===== config.mk =====
export PLATFORM = sky130hd
export DESIGN_NAME = modred_scheduler
export DESIGN_NICKNAME = d
export VERILOG_FILES = /design/src/rtl/modred_scheduler.sv
export SDC_FILE = /design/constraint.sdc
export NUM_CORES = 1
export LEC_CHECK = 0
export ABC_CLOCK_PERIOD_IN_PS = 8780
export BUFFER_PORTS_ARGS = -buffer_cell sky130_fd_sc_hd__buf_2
export CAP_MARGIN = 30
export CORE_AREA = 2 2 333 335
export CTS_CLUSTER_DIAMETER = 100
export DETAILED_ROUTE_END_ITERATION = 10
export DIE_AREA = 0 0 335 337
export PLACE_DENSITY_LB_ADDON = 0.3
export SETUP_SLACK_MARGIN = 0.3
export SLEW_MARGIN = 30
export SYNTH_ARGS = -nofsm -noshare
export SYNTH_HDL_FRONTEND = slang
export SYNTH_SLANG_ARGS = --single-unit

===== constraint.sdc =====
create_clock -name clk_i -period 8.78 [get_ports clk_i]
set_input_delay 0 -clock clk_i [delete_from_list [all_inputs] [get_ports clk_i]]
set_output_delay 0 -clock clk_i [all_outputs]
set_load 0.02 [all_outputs]

===== src/rtl/modred_scheduler.sv =====
// Round-robin front end that shares one serial modular-reduction unit
// between NUM_REQ clients and returns tagged results on a valid/ready port.
module modred_scheduler #(
  parameter int NUM_REQ = 4,
  parameter int WIDTH   = 64,
  parameter int TIMEOUT = 1024,
  parameter int ID_W    = $clog2(NUM_REQ)
) (
  input  logic                     clk_i,
  input  logic                     rst_i,
  input  logic [NUM_REQ-1:0]       req_valid_i,
  output logic [NUM_REQ-1:0]       req_ready_o,
  input  logic [NUM_REQ*WIDTH-1:0] req_x_i,
  input  logic [NUM_REQ*WIDTH-1:0] req_m_i,
  output logic                     red_start_o,
  output logic [WIDTH-1:0]         red_x_o,
  output logic [WIDTH-1:0]         red_m_o,
  output logic [WIDTH-1:0]         red_m_bl_o,
  input  logic [WIDTH-1:0]         red_result_i,
  input  logic                     red_valid_i,
  output logic                     rsp_valid_o,
  input  logic                     rsp_ready_i,
  output logic [ID_W-1:0]          rsp_id_o,
  output logic [WIDTH-1:0]         rsp_result_o,
  output logic                     rsp_err_o,
  output logic                     busy_o
);

  localparam int CW = $clog2(TIMEOUT + 1);

  typedef enum logic [1:0] {
    IDLE,
    ISSUE,
    WAIT,
    RESP
  } state_t;

  state_t            r_state;
  logic [ID_W-1:0]   r_ptr;
  logic [ID_W-1:0]   r_id;
  logic [WIDTH-1:0]  r_x;
  logic [WIDTH-1:0]  r_m;
  logic [WIDTH-1:0]  r_mbl;
  logic [WIDTH-1:0]  r_result;
  logic              r_start;
  logic              r_rsp_valid;
  logic              r_err;
  logic [CW-1:0]     r_cnt;

  logic              w_any;
  logic [ID_W-1:0]   w_gid;
  logic [ID_W-1:0]   w_idx;
  logic [ID_W-1:0]   w_ptr_nxt;
  logic [NUM_REQ-1:0] w_ready;
  logic [WIDTH-1:0]  w_x;
  logic [WIDTH-1:0]  w_m;
  logic [WIDTH-1:0]  w_mbl;

  function automatic logic [ID_W-1:0] f_wrap(
    input logic [ID_W-1:0] p,
    input int              i
  );
    int s;
    s = int'(p) + i;
    if (s >= NUM_REQ) s = s - NUM_REQ;
    return ID_W'(s);
  endfunction

  // smallest k with 2**k >= m, i.e. index of top set bit of (m-1), plus one
  function automatic logic [WIDTH-1:0] f_bitlen(
    input logic [WIDTH-1:0] m
  );
    logic [WIDTH-1:0] v;
    logic [WIDTH-1:0] k;
    v = m - 1'b1;
    k = '0;
    for (int i = 0; i < WIDTH; i++) begin
      if (v[i]) k = WIDTH'(i + 1);
    end
    if (m == '0) k = '0;
    return k;
  endfunction

  // scan downward so the lowest offset from r_ptr wins
  always_comb begin
    w_any = 1'b0;
    w_gid = '0;
    w_idx = '0;
    for (int i = NUM_REQ - 1; i >= 0; i--) begin
      w_idx = f_wrap(r_ptr, i);
      if (req_valid_i[w_idx]) begin
        w_any = 1'b1;
        w_gid = w_idx;
      end
    end
  end

  assign w_ptr_nxt = (w_gid == ID_W'(NUM_REQ - 1)) ? '0 : w_gid + 1'b1;
  assign w_x       = req_x_i[w_gid*WIDTH +: WIDTH];
  assign w_m       = req_m_i[w_gid*WIDTH +: WIDTH];
  assign w_mbl     = f_bitlen(w_m);

  always_comb begin
    w_ready = '0;
    if (r_state == IDLE && w_any && !rst_i) w_ready[w_gid] = 1'b1;
  end

  always_ff @(posedge clk_i) begin
    if (rst_i) begin
      r_state     <= IDLE;
      r_ptr       <= '0;
      r_id        <= '0;
      r_x         <= '0;
      r_m         <= '0;
      r_mbl       <= '0;
      r_result    <= '0;
      r_start     <= 1'b0;
      r_rsp_valid <= 1'b0;
      r_err       <= 1'b0;
      r_cnt       <= '0;
    end else begin
      r_start <= 1'b0;
      unique case (r_state)
        IDLE: begin
          if (w_any) begin
            r_ptr <= w_ptr_nxt;
            r_id  <= w_gid;
            if (w_m == '0) begin
              r_state     <= RESP;
              r_rsp_valid <= 1'b1;
              r_err       <= 1'b1;
              r_result    <= '0;
            end else begin
              r_state <= ISSUE;
              r_start <= 1'b1;
              r_x     <= w_x;
              r_m     <= w_m;
              r_mbl   <= w_mbl;
            end
          end
        end
        ISSUE: begin
          r_state <= WAIT;
          r_cnt   <= '0;
        end
        WAIT: begin
          if (red_valid_i) begin
            r_state     <= RESP;
            r_rsp_valid <= 1'b1;
            r_err       <= 1'b0;
            r_result    <= red_result_i;
          end else if (r_cnt == CW'(TIMEOUT - 1)) begin
            r_state     <= RESP;
            r_rsp_valid <= 1'b1;
            r_err       <= 1'b1;
            r_result    <= '0;
          end else begin
            r_cnt <= r_cnt + 1'b1;
          end
        end
        RESP: begin
          if (rsp_ready_i) begin
            r_state     <= IDLE;
            r_rsp_valid <= 1'b0;
          end
        end
        default: r_state <= IDLE;
      endcase
    end
  end

  assign req_ready_o  = w_ready;
  assign red_start_o  = r_start;
  assign red_x_o      = r_x;
  assign red_m_o      = r_m;
  assign red_m_bl_o   = r_mbl;
  assign rsp_valid_o  = r_rsp_valid;
  assign rsp_id_o     = r_id;
  assign rsp_result_o = r_result;
  assign rsp_err_o    = r_err;
  assign busy_o       = (r_state != IDLE);

endmodule


==> results.md, run 1 <==
* Cell taking the most area after synthesis: dfxtp_1
* Vias in the first global route at 20400
* Slew @ Worst Pin at 0.924 ns
* Reg-to-Reg Start: r_ptr[0]$_SDFFE_PP0P_
* M1 WL at 41300 um
* Skew final at 0.0164 ns
* Core ar. at 110000 um2
* DR DRC count at 0
* Slew headroom at a little under two fifths
* Die area at 113000 um2
* Arrival time worst endpoint at between 8 and 9 ns
* TritonCTS Buffers at 31
* Switch share at 51.4%
* # H-tree levels at 1
* Flop pwr share at 17.4%
* Site row count at 122
* WP data required at 9.29 ns
* Grt ovf at 0
* Unrepaired setup endpoints after global routing: false
* # IOs at 850
* # Post-CTS Setup Buffers at 0
* Cell area after synthesis at 15800 um2
* Skew-Pair Late Insertion Delay at 0.64 ns
* Hold Startpoint: req_m_i[245]
* Post-DP HPWL at 81500 um
* Crit. Startpoint: r_ptr[0]$_SDFFE_PP0P_
* CP endpoint kind: register
* Routed wire per std cell at 21.7 um
* Fin crit period at 8.01 ns
* Register area share after synthesis at approximately 28%
* F_max at 125 MHz
* Total power at approximately 8.6 mW
* Pleak at between 10 and 15 nW
* Setup tns final at 0 ns
* Post-synth top area share at about 28%
* Mapped Cells at 2335
* Setup Viol. Count Final at 0
* Post-synth cell types at 95
* Routed Antenna Nets at 0
* First-pass GRT wire length at 143000 um
* Synthesized area per cell at 6.79 um2
* Critical path class: reg -> reg
* Top-count cell post-synth: nand2_1
* Largest net degree at the start of global routing at ~90
* Commonest cells in the netlist: nand2_1, nand3_1, dfxtp_1
* Yosys Warn Count at 0
* Status: complete, no violations
* Asr flop ratio synth at 0%
* Initial core utilization at 14.5%
* CTS Buffer Depth at 3
* Yosys reg bits at 219
* Fraction of layout cells with a size suffix above 1 at between 20 and 30%
* GRT Total Usage at 17.2%
* Clock Pin Slew Worst Setup and Hold Paths at 0.06 ns
* TritonCTS clock tree: done
* Via-per-instance ratio at 4.50
* CTS sink cnt at 219
* Ys flop type: dfxtp_1
* Nets at around 3900
* Worst VDD drop at 151 uV
* Vias after detailed routing at 21600
* Class of the most critical hold timing path: in -> reg
* Area Growth Syn to Fin at 59.4%
* Final period utilization at about nine tenths
* PwrDens at approximately 340 nW/um2
* Top sig layer: met5
* Post-Route Utilization at 23.0%
* Port buffer count at 792
* Die X at between 300 and 400 um
* Max FO, Critical Path at 32
* Psw at 4.42 mW
* Post-route non-filler standard cell count at roughly 4800
* Synth top area cells: dfxtp_1, nand2_1, nand3_1, a21oi_1, nor2_1
* Post-synth EDFFs at 0
* TritonRoute pass-1 iters at 7
* Pint at ~4.2 mW
* Fin. Hold Viols at 0
* Final Slew Violations at 0
* Initial antenna violation count at roughly 40
* Final wirelength at 104000 um
* WL met3 at 8350 um
* Root Buffer: clkbuf_16
* GP Congestion at between 0.8 and 0.9
* Dpl cells at 4410
* Met2 WL post-DR at 48700 um
* Clock share of power at about 16%
* Setup crit start kind: register
* Max Cap Violations at 0
* Combinational power share at ~67%
* Die Span Y at 337 um
* Drt first-iter violations at approximately 1500
-- state kept, by name, indices dropped and copies added (netlist names) --
name / flops
rsp_valid_o: 1
r_ptr: 2
rsp_id_o: 2
rsp_result_o: 64
red_start_o: 1
r_state: 2
rsp_err_o: 1
red_m_bl_o: 7
r_cnt: 11
red_m_o: 64
red_x_o: 64
-- metal layers --
layer	up-vias	global-route usage [%]
met5	-	0
met4	12	9.34
li1	10200	-
met3	186	4.76
met2	931	28.2
met1	10300	20.2
-- worst max-delay path, stage by stage (launching register included) --
cell	delay, ns
dfxtp_1	0.39
nor2b_1	0.09
o21bai_2	0.63
nand3_4	0.51
buf_4	0.48
mux2i_1	0.25
dlygate4sd3_1	0.59
mux2i_1	0.07
dlygate4sd3_1	0.58
buf_4	0.17
or4_1	0.75
nor3_4	0.25
buf_4	0.29
and3_1	0.19
buf_4	0.20
and3_1	0.42
nor2_4	0.18
buf_16	0.24
buf_4	0.22
nand3_1	0.10
dlygate4sd3_1	0.56
a21oi_1	0.06
dlygate4sd3_1	0.59
-- power groups by stage --
stage	Sequential, mW	Clock (mW)	Combinational, mW
6_report	1.49	1.38	5.71
5_1_grt	1.53	1.46	6.22
4_1_cts	1.49	1.43	5.74
3_5_place_dp	1.51	0	5.10
3_3_place_gp	1.50	0	5.08
2_1_floorplan	1.86	0	2.77
-- through the flow --
step / area (um2) / hold slack (ns) / setup slack, ns
floorplan: 16100 / 0.148 / 4.34
global placement: 21000 / 0.236 / 2.14
detailed placement: 21100 / 0.243 / 2.09
CTS: 25200 / 0.00512 / 0.745
global route: 25200 / 0.0551 / 0.316
finish: 25300 / 0.0236 / 0.766
-- logic make-up (layout without fill, tap and decap cells) --
logic type / after synthesis / in the layout / share of synthesized area [%]
and+or+nand+nor: 1213 / 1214 / 35.1
AOI/OAI and AO/OA: 512 / 512 / 21.1
buffers and inverters: 267 / 1219 / 8.23
DFF: 219 / 219 / 27.7
muxes: 86 / 86 / 5.59
xor gates and xnor gates: 25 / 25 / 1.38
adders and majority gates: 12 / 12 / 0.948
other: 1 / 80 / 0.0237
-- final timing paths --
check	end	slack [ns]	cells after the start
min reg2reg	red_m_o[2]$_SDFFE_PP0P_	0.45	2
max reg2reg	red_x_o[8]$_SDFFE_PP0P_	0.77	22
min	red_m_o[53]$_SDFFE_PP0P_	0.02	6
max	red_x_o[8]$_SDFFE_PP0P_	0.77	22
-- area by class of cell --
cell class / count / area (um2)
Antenna cell: 23 / 57.6
Clock inverter: 16 / 234
Clock buffer: 40 / 850
Inverter: 30 / 125
Timing Repair Buffer: 1133 / 7360
Fill cell: 12300 / 84300
Multi-Input combinational cell: 1906 / 10500
Tap cell: 1426 / 1780
Sequential cell: 219 / 4380
-- cell usage in the layout (no fill, tap or decap), types with 25 or more instances in the layout --
| master | count |
|---|---|
| buf_2 | 791 |
| a22oi_1 | 77 |
| inv_1 | 28 |
| a31oi_1 | 25 |
| mux2i_1 | 66 |
| clkbuf_16 | 31 |
| nor2_1 | 204 |
| nand2_1 | 500 |
| nand3_1 | 312 |
| a21oi_1 | 173 |
| conb_1 | 57 |
| o21ai_0 | 75 |
| dfxtp_1 | 219 |
| dlygate4sd3_1 | 303 |
| buf_4 | 34 |
-- timing repair --
item                                    in CTS  in global routing
resized for setup                            0                  1
endpoints found under the setup margin       0                 13
hold buffers                               303                  0
endpoints found under the hold margin      202                  0
(Power assumes the default switching activity.)
==> run 2: changes to the inputs <==
--- a/config.mk
+++ b/config.mk
@@ -6,12 +6,12 @@
 export NUM_CORES = 1
 export LEC_CHECK = 0
 export ABC_CLOCK_PERIOD_IN_PS = 8780
-export BUFFER_PORTS_ARGS = -buffer_cell sky130_fd_sc_hd__buf_2
 export CAP_MARGIN = 30
-export CORE_AREA = 2 2 333 335
+export CORE_AREA = 2 2 332 334
 export CTS_CLUSTER_DIAMETER = 100
 export DETAILED_ROUTE_END_ITERATION = 10
-export DIE_AREA = 0 0 335 337
+export DIE_AREA = 0 0 334 336
+export DONT_BUFFER_PORTS = 1
 export PLACE_DENSITY_LB_ADDON = 0.3
 export SETUP_SLACK_MARGIN = 0.3
 export SLEW_MARGIN = 30
==> results.md, run 2 (same netlist as run 1, synthesis figures left out) <==
* Max Cap Violations at 0 (unchanged)
* DR DRC count at 0 (unchanged)
* Core ar. at 108000 um2 (-1.1%)
* Clock Pin Slew Worst Setup and Hold Paths at 0.05 ns (about the same)
* Routed Antenna Nets at 0 (unchanged)
* Initial antenna violation count at 32 (-22%)
* PwrDens at 386 nW/um2 (+13%)
* F_max at 130 MHz (+4.1%)
* CTS Buffer Depth at 3 (unchanged)
* Unrepaired setup endpoints after global routing: false
* Grt ovf at 0 (unchanged)
* Fin crit period at 7.70 ns (-0.319 ns)
* TritonCTS clock tree: done
* Die Span Y at 336 um (-0.30%)
* Arrival time worst endpoint at 8.21 ns (-0.32 ns)
* Fin. Hold Viols at 0 (unchanged)
* Critical path class: reg -> reg
* Pleak at 7.63 nW (-32%)
* Final wirelength at 97300 um (-6.3%)
* Post-DP HPWL at 76600 um (-6.1%)
* Skew-Pair Late Insertion Delay at 0.57 ns (-0.07 ns)
* Class of the most critical hold timing path: in -> reg
* Status: complete, no violations
* Die area at 112000 um2 (-0.59%)
* Cts repair resizes at 0 (unchanged)
* Routed wire per std cell at 24.7 um (+14%)
* WP data required at 9.29 ns (about the same)
* DP Area at 17000 um2 (-19%)
* Fraction of layout cells with a size suffix above 1 at 5.89% (-22 points)
* Port buffer count at 0 (-100%)
* Filler cells at 12300 (-0.19%)
* Worst VDD drop at 174 uV (+15%)
* CTS sink cnt at 219 (unchanged)
* Slew @ Worst Pin at 1.00 ns (+0.0763 ns)
* Die X at 334 um (-0.30%)
* Commonest non-fill, non-tap cell in the layout: nand2_1
* Setup tns final at 0 ns (unchanged)
* Setup crit start kind: register
* # IOs at 850 (unchanged)
* Drt first-iter violations at 1375 (-7.0%)
* Slew headroom at 32.9% (-5.1 points)
* Design Area, Final at 20900 um2 (-17%)
* Final period utilization at 87.6% (-3.6 points)
* Largest net degree at the start of global routing at 212 (+130%)
* Skew final at 0.0339 ns (+0.0174 ns)
* First-pass GRT wire length at 131000 um (-8.3%)
* Vias after detailed routing at 18400 (-15%)
* Total power at 8.05 mW (-6.2%)
* Site row count at 121 (-0.82%)
* GP Congestion at 0.868 (-2.7%)
* Nets at 3085 (-21%)
* Root Buffer: clkbuf_16
* Final Slew Violations at 0 (unchanged)
* Initial core utilization at 14.6% (+0.16 points)
* Setup Viol. Count Final at 0 (unchanged)
* Max FO, Critical Path at 82 (+160%)
* TritonRoute pass-1 iters at 6 (-1)
* # H-tree levels at 2 (+1)
* GRT Total Usage at 16.2% (-0.93 points)
* Vias in the first global route at 17300 (-15%)
* TritonCTS Buffers at 34 (+9.7%)
* Commonest non-fill, non-tap cells in the layout: nand2_1, nand3_1, dlygate4sd3_1, dfxtp_1, nor2_1
* Via-per-instance ratio at 4.66 (+3.6%)
* Area Growth Syn to Fin at 31.7%
* CP endpoint kind: register
-- run 2: worst max-delay path, cell delays in order (launching register included) --
cell	delay, ns
dfxtp_1	0.55
nand2_1	0.19
a211o_2	0.42
nand2_8	0.33
inv_8	0.24
a211oi_1	0.47
dlygate4sd3_1	0.61
nor2_1	0.05
inv_1	0.10
ha_1	0.32
and4_1	0.23
a41o_1	0.16
nand3_1	0.42
nor3_4	0.24
buf_4	0.30
and3_1	0.48
and3_1	0.40
or2_4	0.77
buf_12	0.36
nand2_1	0.09
a21oi_1	0.15
dlygate4sd3_1	0.55
-- run 2: through the flow --
stage	setup WS (ns)	cells	hold slack (ns)	utilization, %
6_report	1.08	3942	0.0296	19.3
5_1_grt	0.394	3938	0.0189	19.2
4_1_cts	0.883	3923	0.000627	19.2
3_5_place_dp	1.78	3596	0.0919	15.7
3_3_place_gp	1.94	3596	0.0880	15.7
2_1_floorplan	4.34	2391	0.148	-
-- run 2: repair_timing --
action                                 4_1_cts  5_1_grt
endpoints found under the hold margin      219       96
setup buffers                                0        0
hold buffers                               269        1
-- run 2: final timing paths --
kind                                              from                  endpoint  slack [ns]  cells after the start
worst max-delay path             r_ptr[1]$_SDFFE_PP0P_  red_x_o[53]$_SDFFE_PP0P_        1.08                     21
worst max register to register   r_ptr[1]$_SDFFE_PP0P_  red_x_o[53]$_SDFFE_PP0P_        1.08                     21
worst min register to register  r_cnt[10]$_SDFFE_PP0P_    r_cnt[10]$_SDFFE_PP0P_        0.46                      1
worst min-delay path                      req_m_i[247]  red_m_o[55]$_SDFFE_PP0P_        0.03                      4
-- run 2: area by class of cell --
class	instances	area, um2	area share (%)
Multi-Input combinational cell	1905	10400	50.0
Sequential cell	219	4380	21.0
Timing Repair Buffer	299	3010	14.4
Tap cell	1414	1770	8.48
Clock buffer	44	960	4.60
Clock inverter	14	138	0.660
Inverter	30	125	0.600
Antenna cell	17	42.5	0.204
-- run 2: per-layer routing --
layer | global-route usage, % | part of all wire (%)
met3 | 5.19 | 8.5
met5 | 0 | 0.11
met1 | 18.6 | 39
met2 | 27.5 | 48
met4 | 7.17 | 4.3
-- run 2: report_power, final --
| group | leakage [nW] | switching (mW) | internal, mW |
|---|---|---|---|
| logic | 5.30 | 2.95 | 1.67 |
| registers | 1.80 | 0.758 | 1.31 |
| clock network | 0.538 | 0.555 | 0.808 |
| total | 7.63 | 4.26 | 3.79 |
==> run 3: changes to the inputs <==
--- a/config.mk
+++ b/config.mk
@@ -8,6 +8,7 @@
 export ABC_CLOCK_PERIOD_IN_PS = 8780
 export CAP_MARGIN = 30
 export CORE_AREA = 2 2 332 334
+export CTS_BUF_LIST = sky130_fd_sc_hd__clkbuf_16
 export CTS_CLUSTER_DIAMETER = 100
 export DETAILED_ROUTE_END_ITERATION = 10
 export DIE_AREA = 0 0 334 336
==> results.md, run 3 (same netlist as run 1, synthesis figures left out) <==
* Initial core utilization at 14.6% (unchanged)
* Fin. Hold Viols at 0 (unchanged)
* DR DRC count at 0 (unchanged)
* Commonest non-fill, non-tap cell in the layout: nand2_1
* Fin crit period at 7.66 ns (-0.0332 ns)
* Die X at 334 um (unchanged)
* Cts repair resizes at 0 (unchanged)
* # H-tree levels at 2 (unchanged)
* Max Cap Violations at 0 (unchanged)
* Clock Pin Slew Worst Setup and Hold Paths at 0.05 ns (about the same)
* Worst setup margin at 1.12 ns (+0.0332 ns)
* Root Buffer: clkbuf_16
* Worst VDD drop at 170 uV (-2.4%)
* Critical path class: reg -> reg
* Slew @ Worst Pin at 0.995 ns (-0.00612 ns)
* GRT Total Usage at 16.2% (about the same)
* Area Growth Syn to Fin at 31.3%
* Post-DP HPWL at 76600 um (unchanged)
* Core ar. at 108000 um2 (unchanged)
* GP Congestion at 0.868 (unchanged)
* TritonCTS clock tree: done
* PwrDens at 385 nW/um2 (-0.32%)
* Post-route non-filler standard cell count at 3938 (-0.10%)
* Setup Viol. Count Final at 0 (unchanged)
* Class of the most critical hold timing path: in -> reg
* Pleak at 7.62 nW (-0.15%)
* Die area at 112000 um2 (unchanged)
* Dpl cells at 3596 (unchanged)
* Setup WS pre-CTS at 1.78 ns (unchanged)
* CP endpoint kind: register
* Status: complete, no violations
* Site row count at 121 (unchanged)
* Die Span Y at 336 um (unchanged)
* Fraction of layout cells with a size suffix above 1 at 5.69% (-0.20 points)
* Drt first-iter violations at 1344 (-2.3%)
* Final Slew Violations at 0 (unchanged)
* Final period utilization at 87.3% (-0.38 points)
* Skew final at 0.0328 ns (-0.00110 ns)
* Largest net degree at the start of global routing at 212 (unchanged)
* # Post-CTS Setup Buffers at 0 (unchanged)
* Routed Antenna Nets at 0 (unchanged)
* Unrepaired setup endpoints after global routing: false
* Max FO, Critical Path at 82 (unchanged)
* TritonCTS Buffers at 34 (unchanged)
* Setup crit start kind: register
* Initial antenna violation count at 32 (unchanged)
* Setup tns final at 0 ns (unchanged)
* WP data required at 9.29 ns (about the same)
* Vias after detailed routing at 18400 (+0.28%)
* F_max at 131 MHz (+0.43%)
* Skew-Pair Late Insertion Delay at 0.57 ns (about the same)
* Cts hold-fix bufs at 269 (unchanged)
* Port buffer count at 0 (unchanged)
* # IOs at 850 (unchanged)
* CTS Buffer Depth at 3 (unchanged)
* Commonest non-fill, non-tap cells in the layout: nand2_1, nand3_1, dlygate4sd3_1, dfxtp_1, nor2_1
* Slew headroom at 33.3% (+0.41 points)
* Arrival time worst endpoint at 8.17 ns (-0.04 ns)
* Routed wire per std cell at 24.7 um (about the same)
* Final wirelength at 97200 um (about the same)
* Vias in the first global route at 17300 (+0.064%)
* TritonRoute pass-1 iters at 6 (unchanged)
* Via-per-instance ratio at 4.68 (+0.38%)
* Total power at 8.00 mW (-0.60%)
* CTS sink cnt at 219 (unchanged)
* Hold Worst Slack at 0.0363 ns (+0.00668 ns)
* First-pass GRT wire length at 131000 um (about the same)
* Grt ovf at 0 (unchanged)
* Nets at 3085 (unchanged)
run 3: cell count changes in the layout (fill, tap and decap cells not counted), sizes merged:
cell / previous run / this run
clkbuf: 44 / 35
clkinv: 6 / 11
inv: 35 / 39
diode: 17 / 13
run 3: path summary, 6_finish.rpt:
check                         startpoint                       end  slack (ns)  cells after the start
hold / removal              req_m_i[247]  red_m_o[55]$_SDFFE_PP0P_        0.04                      4
hold reg to reg   r_cnt[10]$_SDFFE_PP0P_    r_cnt[10]$_SDFFE_PP0P_        0.46                      1
setup reg to reg   r_ptr[1]$_SDFFE_PP0P_  red_x_o[53]$_SDFFE_PP0P_        1.12                     21
setup / recovery   r_ptr[1]$_SDFFE_PP0P_  red_x_o[53]$_SDFFE_PP0P_        1.12                     21
run 3: where the power goes:
part           switching (mW)  total (mW)  internal (mW)
clock                   0.553        1.31          0.760
sequential              0.757        2.07           1.31
combinational            2.95        4.62           1.67
run 3: per-stage QoR:
step           util (%)  cell area, um2
2_1_floorplan         -           16100
3_3_place_gp       15.7           17000
3_5_place_dp       15.7           17000
4_1_cts            19.1           20700
5_1_grt            19.2           20800
6_report           19.2           20800
run 3: per-layer routing:
| layer | GRT usage [%] | wire, um | vias to the layer above |
|---|---|---|---|
| met5 | 0 | 102 | - |
| met4 | 7.28 | 4290 | 16 |
| met3 | 5.19 | 8050 | 174 |
| met2 | 27.5 | 46600 | 839 |
| met1 | 18.6 | 38200 | 8912 |
| li1 | - | - | 8498 |
run 3: worst max-delay path, stage by stage (launching register included):
cell	delay, ns
dfxtp_1	0.54
nand2_1	0.18
a211o_2	0.42
nand2_8	0.34
inv_8	0.24
a211oi_1	0.46
dlygate4sd3_1	0.61
nor2_1	0.05
inv_1	0.10
ha_1	0.32
and4_1	0.23
a41o_1	0.16
nand3_1	0.42
nor3_4	0.24
buf_4	0.29
and3_1	0.48
and3_1	0.40
or2_4	0.76
buf_12	0.36
nand2_1	0.09
a21oi_1	0.15
dlygate4sd3_1	0.55
run 3: final cells by class:
cell class                 count  area (um2)
fill                       12300       87600
multi-input combinational   1905       10400
sequential                   219        4380
timing repair buffer         299        3010
tap                         1414        1770
clock buffer                  35         876
clock inverter                23         171
inverter                      30         125
antenna                       13        32.5
